--- src/rtl/acceso_mem_if.sv ---
// Bus between the MEM-stage access controller, the pipeline and data memory.
// master = controller side, slave = pipeline/memory environment side.
interface acceso_mem_if #(
    parameter int ANCHO_DATO = 32,
    parameter int ANCHO_DIR  = 32
);
    logic                  LeerMem;
    logic                  EscrMem;
    logic [ANCHO_DIR-1:0]  Direccion;
    logic [ANCHO_DATO-1:0] DatoEscr;
    logic                  MemAck;
    logic [ANCHO_DATO-1:0] MemDatoLeido;
    logic                  MemReq;
    logic                  MemEscr;
    logic [ANCHO_DIR-1:0]  MemDir;
    logic [ANCHO_DATO-1:0] MemDato;
    logic [ANCHO_DATO-1:0] DatoLeido;
    logic                  DatoValido;
    logic                  Parada;
    logic                  ErrorTiempo;
    logic                  ErrorCtrl;

    modport master (
        input  LeerMem, EscrMem, Direccion, DatoEscr,
        input  MemAck, MemDatoLeido,
        output MemReq, MemEscr, MemDir, MemDato,
        output DatoLeido, DatoValido, Parada,
        output ErrorTiempo, ErrorCtrl
    );

    modport slave (
        output LeerMem, EscrMem, Direccion, DatoEscr,
        output MemAck, MemDatoLeido,
        input  MemReq, MemEscr, MemDir, MemDato,
        input  DatoLeido, DatoValido, Parada,
        input  ErrorTiempo, ErrorCtrl
    );
endinterface

--- src/rtl/acceso_mem.sv ---
// MEM-stage data memory access controller: req/ack handshake with
// timeout, pipeline stall and one-cycle read-valid strobe.
module acceso_mem #(
    parameter int ANCHO_DATO = 32,
    parameter int ANCHO_DIR  = 32,
    parameter int MAX_ESPERA = 15,
    parameter int ANCHO_CONT = 4
) (
    input logic          clk,
    input logic          reset,
    acceso_mem_if.master bus
);
    typedef enum logic [1:0] {
        REPOSO = 2'd0,
        ESPERA = 2'd1,
        FIN    = 2'd2
    } estado_t;

    localparam logic [ANCHO_CONT-1:0] CONT_FIN =
        ANCHO_CONT'(MAX_ESPERA - 1);

    estado_t               estado_q, estado_d;
    logic                  mem_req_q, mem_req_d;
    logic                  mem_escr_q, mem_escr_d;
    logic [ANCHO_DIR-1:0]  mem_dir_q, mem_dir_d;
    logic [ANCHO_DATO-1:0] mem_dato_q, mem_dato_d;
    logic [ANCHO_DATO-1:0] dato_leido_q, dato_leido_d;
    logic                  error_tiempo_q, error_tiempo_d;
    logic                  error_ctrl_q, error_ctrl_d;
    logic [ANCHO_CONT-1:0] cont_q, cont_d;

    logic pide;
    logic vence;

    assign pide  = bus.LeerMem | bus.EscrMem;
    assign vence = (cont_q == CONT_FIN);

    always_ff @(posedge clk or posedge reset) begin
        if (reset) begin
            estado_q       <= REPOSO;
            mem_req_q      <= 1'b0;
            mem_escr_q     <= 1'b0;
            mem_dir_q      <= '0;
            mem_dato_q     <= '0;
            dato_leido_q   <= '0;
            error_tiempo_q <= 1'b0;
            error_ctrl_q   <= 1'b0;
            cont_q         <= '0;
        end else begin
            estado_q       <= estado_d;
            mem_req_q      <= mem_req_d;
            mem_escr_q     <= mem_escr_d;
            mem_dir_q      <= mem_dir_d;
            mem_dato_q     <= mem_dato_d;
            dato_leido_q   <= dato_leido_d;
            error_tiempo_q <= error_tiempo_d;
            error_ctrl_q   <= error_ctrl_d;
            cont_q         <= cont_d;
        end
    end

    always_comb begin
        estado_d = estado_q;
        unique case (estado_q)
            REPOSO: if (pide) estado_d = ESPERA;
            ESPERA: if (bus.MemAck || vence) estado_d = FIN;
            FIN:    estado_d = REPOSO;
            default: estado_d = REPOSO;
        endcase
    end

    always_comb begin
        mem_req_d      = mem_req_q;
        mem_escr_d     = mem_escr_q;
        mem_dir_d      = mem_dir_q;
        mem_dato_d     = mem_dato_q;
        dato_leido_d   = dato_leido_q;
        error_tiempo_d = error_tiempo_q;
        error_ctrl_d   = 1'b0;
        cont_d         = cont_q;
        unique case (estado_q)
            REPOSO: begin
                if (pide) begin
                    mem_dir_d    = bus.Direccion;
                    mem_dato_d   = bus.DatoEscr;
                    // A conflicting request is resolved as a write
                    mem_escr_d   = bus.EscrMem;
                    mem_req_d    = 1'b1;
                    cont_d       = '0;
                    error_ctrl_d = bus.LeerMem & bus.EscrMem;
                end
            end
            ESPERA: begin
                cont_d = cont_q + ANCHO_CONT'(1);
                if (bus.MemAck) begin
                    if (!mem_escr_q) dato_leido_d = bus.MemDatoLeido;
                    mem_req_d = 1'b0;
                end else if (vence) begin
                    error_tiempo_d = 1'b1;
                    if (!mem_escr_q) dato_leido_d = '0;
                    mem_req_d = 1'b0;
                end
            end
            default: ;
        endcase
    end

    always_comb begin
        bus.Parada     = 1'b0;
        bus.DatoValido = 1'b0;
        unique case (estado_q)
            REPOSO: bus.Parada = pide;
            ESPERA: bus.Parada = 1'b1;
            FIN:    bus.DatoValido = 1'b1;
            default: ;
        endcase
    end

    assign bus.MemReq      = mem_req_q;
    assign bus.MemEscr     = mem_escr_q;
    assign bus.MemDir      = mem_dir_q;
    assign bus.MemDato     = mem_dato_q;
    assign bus.DatoLeido   = dato_leido_q;
    assign bus.ErrorTiempo = error_tiempo_q;
    assign bus.ErrorCtrl   = error_ctrl_q;
endmodule

--- src/flat_wrapper.sv ---
// flat-port wrapper written by rule: the top's interface ports become plain ports
module acceso_mem_flat 
#(
    parameter int ANCHO_DATO = 32,
    parameter int ANCHO_DIR  = 32,
    parameter int MAX_ESPERA = 15,
    parameter int ANCHO_CONT = 4
)
  (clk, reset, bus_LeerMem, bus_EscrMem, bus_Direccion, bus_DatoEscr, bus_MemAck, bus_MemDatoLeido, bus_MemReq, bus_MemEscr, bus_MemDir, bus_MemDato, bus_DatoLeido, bus_DatoValido, bus_Parada, bus_ErrorTiempo, bus_ErrorCtrl);
  acceso_mem_if #(.ANCHO_DATO(ANCHO_DATO), .ANCHO_DIR(ANCHO_DIR)) bus_i ();
  input logic clk;
  input logic reset;
  input wire logic [$bits(bus_i.LeerMem)-1:0] bus_LeerMem;
  input wire logic [$bits(bus_i.EscrMem)-1:0] bus_EscrMem;
  input wire logic [$bits(bus_i.Direccion)-1:0] bus_Direccion;
  input wire logic [$bits(bus_i.DatoEscr)-1:0] bus_DatoEscr;
  input wire logic [$bits(bus_i.MemAck)-1:0] bus_MemAck;
  input wire logic [$bits(bus_i.MemDatoLeido)-1:0] bus_MemDatoLeido;
  output wire logic [$bits(bus_i.MemReq)-1:0] bus_MemReq;
  output wire logic [$bits(bus_i.MemEscr)-1:0] bus_MemEscr;
  output wire logic [$bits(bus_i.MemDir)-1:0] bus_MemDir;
  output wire logic [$bits(bus_i.MemDato)-1:0] bus_MemDato;
  output wire logic [$bits(bus_i.DatoLeido)-1:0] bus_DatoLeido;
  output wire logic [$bits(bus_i.DatoValido)-1:0] bus_DatoValido;
  output wire logic [$bits(bus_i.Parada)-1:0] bus_Parada;
  output wire logic [$bits(bus_i.ErrorTiempo)-1:0] bus_ErrorTiempo;
  output wire logic [$bits(bus_i.ErrorCtrl)-1:0] bus_ErrorCtrl;
  assign bus_i.LeerMem = bus_LeerMem;
  assign bus_i.EscrMem = bus_EscrMem;
  assign bus_i.Direccion = bus_Direccion;
  assign bus_i.DatoEscr = bus_DatoEscr;
  assign bus_i.MemAck = bus_MemAck;
  assign bus_i.MemDatoLeido = bus_MemDatoLeido;
  assign bus_MemReq = bus_i.MemReq;
  assign bus_MemEscr = bus_i.MemEscr;
  assign bus_MemDir = bus_i.MemDir;
  assign bus_MemDato = bus_i.MemDato;
  assign bus_DatoLeido = bus_i.DatoLeido;
  assign bus_DatoValido = bus_i.DatoValido;
  assign bus_Parada = bus_i.Parada;
  assign bus_ErrorTiempo = bus_i.ErrorTiempo;
  assign bus_ErrorCtrl = bus_i.ErrorCtrl;
  acceso_mem #(.ANCHO_DATO(ANCHO_DATO), .ANCHO_DIR(ANCHO_DIR), .MAX_ESPERA(MAX_ESPERA), .ANCHO_CONT(ANCHO_CONT)) u_core (.clk(clk), .reset(reset), .bus(bus_i));
endmodule
--- config.mk ---
export PLATFORM = sky130hd
export DESIGN_NAME = acceso_mem_flat
export DESIGN_NICKNAME = d
export VERILOG_FILES = /design/src/rtl/acceso_mem_if.sv /design/src/rtl/acceso_mem.sv /design/src/flat_wrapper.sv
export SDC_FILE = /design/constraint.sdc
export NUM_CORES = 1
export LEC_CHECK = 0
export ABC_AREA = 1
export CAP_MARGIN = 0
export CORE_ASPECT_RATIO = 0.75
export CORE_MARGIN = 2
export CORE_UTILIZATION = 41
export CTS_CLUSTER_DIAMETER = 120
export DETAILED_ROUTE_END_ITERATION = 8
export GPL_TIMING_DRIVEN = 0
export PLACE_DENSITY = 0.8
export SLEW_MARGIN = 10
export SYNTH_ARGS = -nofsm -noshare
export SYNTH_HDL_FRONTEND = slang
export SYNTH_SLANG_ARGS = --single-unit
--- constraint.sdc ---
create_clock -name clk -period 3.7 [get_ports clk]
set_clock_uncertainty 0.05 [all_clocks]
set_input_delay 0.37 -clock clk [delete_from_list [all_inputs] [get_ports clk]]
set_output_delay 0.37 -clock clk [all_outputs]
set_load 0.01 [all_outputs]
Word-level counts from Yosys, hierarchy flattened
Index checks and enable logic that the tools add are counted.
{"block": "word_totals", "ff_bits": 106, "in_bits": 101, "out_inout_bits": 102, "wordCells": 47}
{"block": "classes", "n_addsub": 1, "n_eq_ne": 6, "n_mux": 17, "bitwise_logic": 4, "reduce_logical": 10}
{"op": "two-way mux 32 bit", "count": 4}
{"op": "AND reduction 3 bit", "count": 3}
{"op": "case mux 4 bit (2 select lines)", "count": 1}
{"op": "two-way mux 1 bit", "count": 6}
{"op": "AND reduction 2 bit", "count": 3}
{"op": "adder 4 x 1 -> 4 bit (second input constant)", "count": 1}
{"op": "== test 4 bit (second input constant)", "count": 1}
{"op": "two-way mux 2 bit", "count": 2}
{"op": "two-way mux 4 bit", "count": 1}
{"op": "!= test 2 x 1 -> 1 bit (second input constant)", "count": 2}
{"op": "case mux 1 bit (2 select lines)", "count": 2}
{"op": "case mux 2 bit (2 select lines)", "count": 1}
{"op": "nonzero test 2 bit", "count": 2}
{"op": "!= test 3 x 2 -> 1 bit (second input constant)", "count": 1}
{"op": "== test 2 x 1 -> 1 bit (second input constant)", "count": 1}
{"op": "== test 2 bit (second input constant)", "count": 1}
{"op": "zero test 2 bit", "count": 1}
{"op": "NOT 1 bit", "count": 2}
{"op": "AND 1 bit", "count": 1}
{"op": "logical OR 1 bit", "count": 1}
{"op": "OR 1 bit", "count": 1}

Logic depth before layout (Yosys ltp)
{"block": "depth", "word_depth": 4, "ltp_mapped": 8, "ltp_nobuf": 7}

Worst setup path before layout
No wires, ideal clock.
{"block": "synth_timing", "path_type": "input to output", "startpoint": "in bus_LeerMem", "endpoint": "out bus_Parada", "arrival_ns": 0.999, "path_slack_ns": 2.281, "stages": 6, "n_path_buf": 2, "cell_sequence": "inv_1 > nand2_1 > nand2_1 > buf_2 > buf_2 > nand2_1"}
{"block": "synth_between", "elab_chain_cells": 2}
{"element": "start, declared", "line": "flat_wrapper.sv:13", "text": "input wire logic [$bits(bus_i.LeerMem)-1:0] bus_LeerMem;"}
{"element": "OR 1 bit", "line": "acceso_mem.sv:35", "text": "assign pide = bus.LeerMem | bus.EscrMem;"}
{"element": "case mux 1 bit (2 select lines)", "line": "acceso_mem.sv:111", "text": "unique case (estado_q)"}
{"element": "end, declared", "line": "flat_wrapper.sv:25", "text": "output wire logic [$bits(bus_i.Parada)-1:0] bus_Parada;"}
Every way passes these cells.

Worst setup path after layout
Ends and elaborated chain as after synthesis.

==> summary.txt <==
Pwr
  – Peak VDD IR: 0.436 mV
  – Psw: 1.99 mW
  – Pwr dens: 817 nW/µm²
  – Static Leak: 3.31 nW
  – Power Internal: 3.53 mW
  – Seq pwr share: 0.366
  – Comb pwr share: 0.477
  – Clock power share: 0.157
  – Sw Ratio: 0.361
  – Total power: 5.52 mW

Critical path
  – Crit path top cell by count: nand2_1
  – Slowest cell on the critical path: clkdlybuf4s50_1
  – Worst setup SP type: input port
  – Peak fanout along the critical path: 10
  – CP cell instances: clkdlybuf4s50_1 -> inv_1 -> nand2_1 -> nand2_1 -> buf_2 -> buf_2 -> nand2_1 -> clkdlybuf4s50_1
  – Crit path DAT: 2060 ps
  – CP peak stage delay: 490 ps
  – Critical Path End Type: output pin
  – Critical path type: input port to output pin
  – Worst setup startpoint: bus_LeerMem
  – R2R cell count: 8
  – Reg-to-reg startpoint: u_core.cont_q[0]$_DFFE_PP0P_
  – CP Data Required Time: 3280 ps

Route
  – Via count: 3993
  – 1st-pass router iterations: 5
  – WL per Instance: 14.4 µm
  – Post-route ant nets: 0
  – Post-Route WL: 11.9 mm
  – Vias per Instance: 4.84
  – DRC Markers: 0
  – Initial DRC count: 286

Place
  – Placer congestion estimate: 0.861
  – PortBufs: 201
  – DP HPWL: 8.87 mm
  – DP Area: 6490 µm²

Floorplan
  – # rows: 32
  – Initial Util: 0.419
  – Core area: 10200 µm²
  – Full die area: 11300 µm²
  – Die W: 122 µm
  – Die Ht: 92.5 µm
  – Ports: 203

STA
  – Finish-stage setup viols: 0
  – Tmin final: 2480 ps
  – Pins Over Slew Limit: 0
  – RSZ-0062 raised after global routing: false
  – Final hold violation count: 0
  – Worst Tran Pin Value: 463 ps
  – Slew HR: 0.691
  – Final Cycle Share: 0.671
  – Fmax: 0.403 GHz
  – Worst hold slack: 337 ps

Clock tree
  – CTS tree: yes
  – Worst-path clk slew: 60 ps
  – Worst skew pair latency: 330 ps
  – H-tree depth: 3
  – Post-CTS Resized: 0
  – Clock tree buffer depth: 2
  – Post-CTS setup buffers: 0
  – Total CTS buffers: 9
  – CTS sink count: 106
  – Hold_buf cts: 0
  – CTS root buf: clkbuf_16

Logic synthesis
  – Syn nets: 576
  – Synth warn: 0
  – Compound-Gate Fraction of Synth Area: 0.00643
  – Seq/Total Area, Yosys: 0.620
  – Syn Inst Count: 473
  – Synth cell types: 19
  – Simple-Gate Fraction of Synth Area: 0.315
  – Flops & latches, synth: 106
  – Mux contribution to synthesized area: 0
  – Mean Syn Cell Area: 9.05 µm²
  – Main combinational cell family by area after synthesis: simple AND/OR/NAND/NOR gates
  – Synthesized area: 4280 µm²
  – Post-Synth Adder-Cell Area: 0.00585
  – Synth Area in XOR/XNOR: 0

Finish
  – Layout Nets: 789
  – Final core utilization: 0.662
  – Footprint of the multi-input gates: 1400 µm²
  – Commonest non-fill, non-tap cell in the layout: nand2_1
  – Area grow syn2layout: 57.8%
  – Number of fill cells: 805
  – Sequential cell area: 2650 µm²
  – Final instance area: 6760 µm²
  – Most frequent cells in the layout: nand2_1 (205), clkdlybuf4s50_1 (201), dfrtp_1 (106)
  – Share of layout cells above drive strength 1: 0.0740
  – Ant diodes: 0

Min path
  – Worst hold path depth: 3
  – Hold Path Origin: bus_MemAck
  – Hold Path Class: input port to register

Global route
  – Global route hottest layer: met2
  – Largest net degree at the start of global routing: 59
  – Met1 usage: 0.267
  – First-pass GRT wire length: 18.7 mm
  – GR Layer Usage met2: 0.358
  – Met3 usage: 0.0751
  – Gr ovfl total: 0
  – Initial antenna violation count: 0
  – All-Layer GR Usage: 0.213
  – Vias in the first global route: 3828

Flow run
  – Max-cap violation count: 0

Status
  – Run status: finished clean
[critical path, delay by kind of cell]
family / cells / cell delay [ps]
buf+inv: 5 / 1490
simple gates: 3 / 220
[layer usage]
metal,vias to the layer above,part of all wire
met2,167,0.47
met1,1883,0.41
met5,-,0
li1,1933,-
met3,10,0.10
met4,0,0.0075
[Yosys cell counts]
cell,n,area [µm²]
clkbuf_1,1,3.75
nand2_4,1,11.3
buf_6,3,33.8
inv_2,1,3.75
nor3_2,1,10.0
o21ai_0,4,20.0
or2_2,1,6.26
buf_4,3,22.5
nand4_1,1,6.26
inv_1,10,37.5
nor2_1,2,7.51
nand2_1,205,769
nor2_4,1,11.3
o21bai_1,1,7.51
nand2_2,1,6.26
buf_2,25,125
ha_1,2,25.0
nand3_1,104,521
dfrtp_1,106,2650
[cell type report]
| class | instances | area share |
|---|---|---|
| Clock buffer | 12 | 0.0365 |
| Clock inverter | 2 | 0.00222 |
| Sequential cell | 106 | 0.393 |
| Tap cell | 136 | 0.0252 |
| Inverter | 11 | 0.00685 |
| Multi-Input combinational cell | 324 | 0.207 |
| Buffer | 32 | 0.0274 |
| Timing Repair Buffer | 202 | 0.302 |
[sequential cells by signal (all words and copies together) (netlist names)]
signal	flops
u_core.bus.ErrorCtrl	1
u_core.bus.MemReq	1
u_core.bus.ErrorTiempo	1
u_core.cont_q	4
u_core.bus.DatoLeido	32
u_core.bus.MemDir	32
u_core.estado_q	2
u_core.bus.MemEscr	1
u_core.bus.MemDato	32
[power groups by stage]
stage | logic [mW] | clock network [mW] | registers, mW
after floorplan | 0.945 | 0 | 2.24
final | 2.63 | 0.869 | 2.02
after CTS | 2.67 | 0.892 | 2.02
after detailed placement | 2.66 | 0 | 2.02
after global routing | 2.90 | 0.935 | 2.08
after global placement | 2.59 | 0 | 2.00
[logic make-up (layout without fill, tap and decap cells)]
group | after synthesis | in the layout
and+or+nand+nor | 317 | 317
DFF | 106 | 106
buffers and inverters | 43 | 259
AOI/OAI and AO/OA | 5 | 5
adders and majority gates | 2 | 2
[final timing paths]
kind | to | slack (ps)
setup / recovery | bus_Parada | 1220
hold / removal | u_core.bus.DatoLeido[8]$_DFFE_PP0P_ | 340
setup reg to reg | u_core.bus.DatoLeido[11]$_DFFE_PP0P_ | 2250
hold reg to reg | u_core.bus.DatoLeido[22]$_DFFE_PP0P_ | 420
max in group asynchronous | u_core.cont_q[3]$_DFFE_PP0P_ | 2570
min in group asynchronous | u_core.bus.DatoLeido[10]$_DFFE_PP0P_ | 390
[per-stage QoR]
| step | TNS, ps | std cells | worst slack (ps) |
|---|---|---|---|
| after floorplan | 0 | 473 | 491 |
| after global placement | -107040 | 810 | -1020 |
| after detailed placement | 0 | 811 | 1210 |
| after CTS | 0 | 825 | 1210 |
| after global routing | 0 | 825 | 1110 |
| final | 0 | 825 | 1220 |
(Power assumes the default switching activity.)
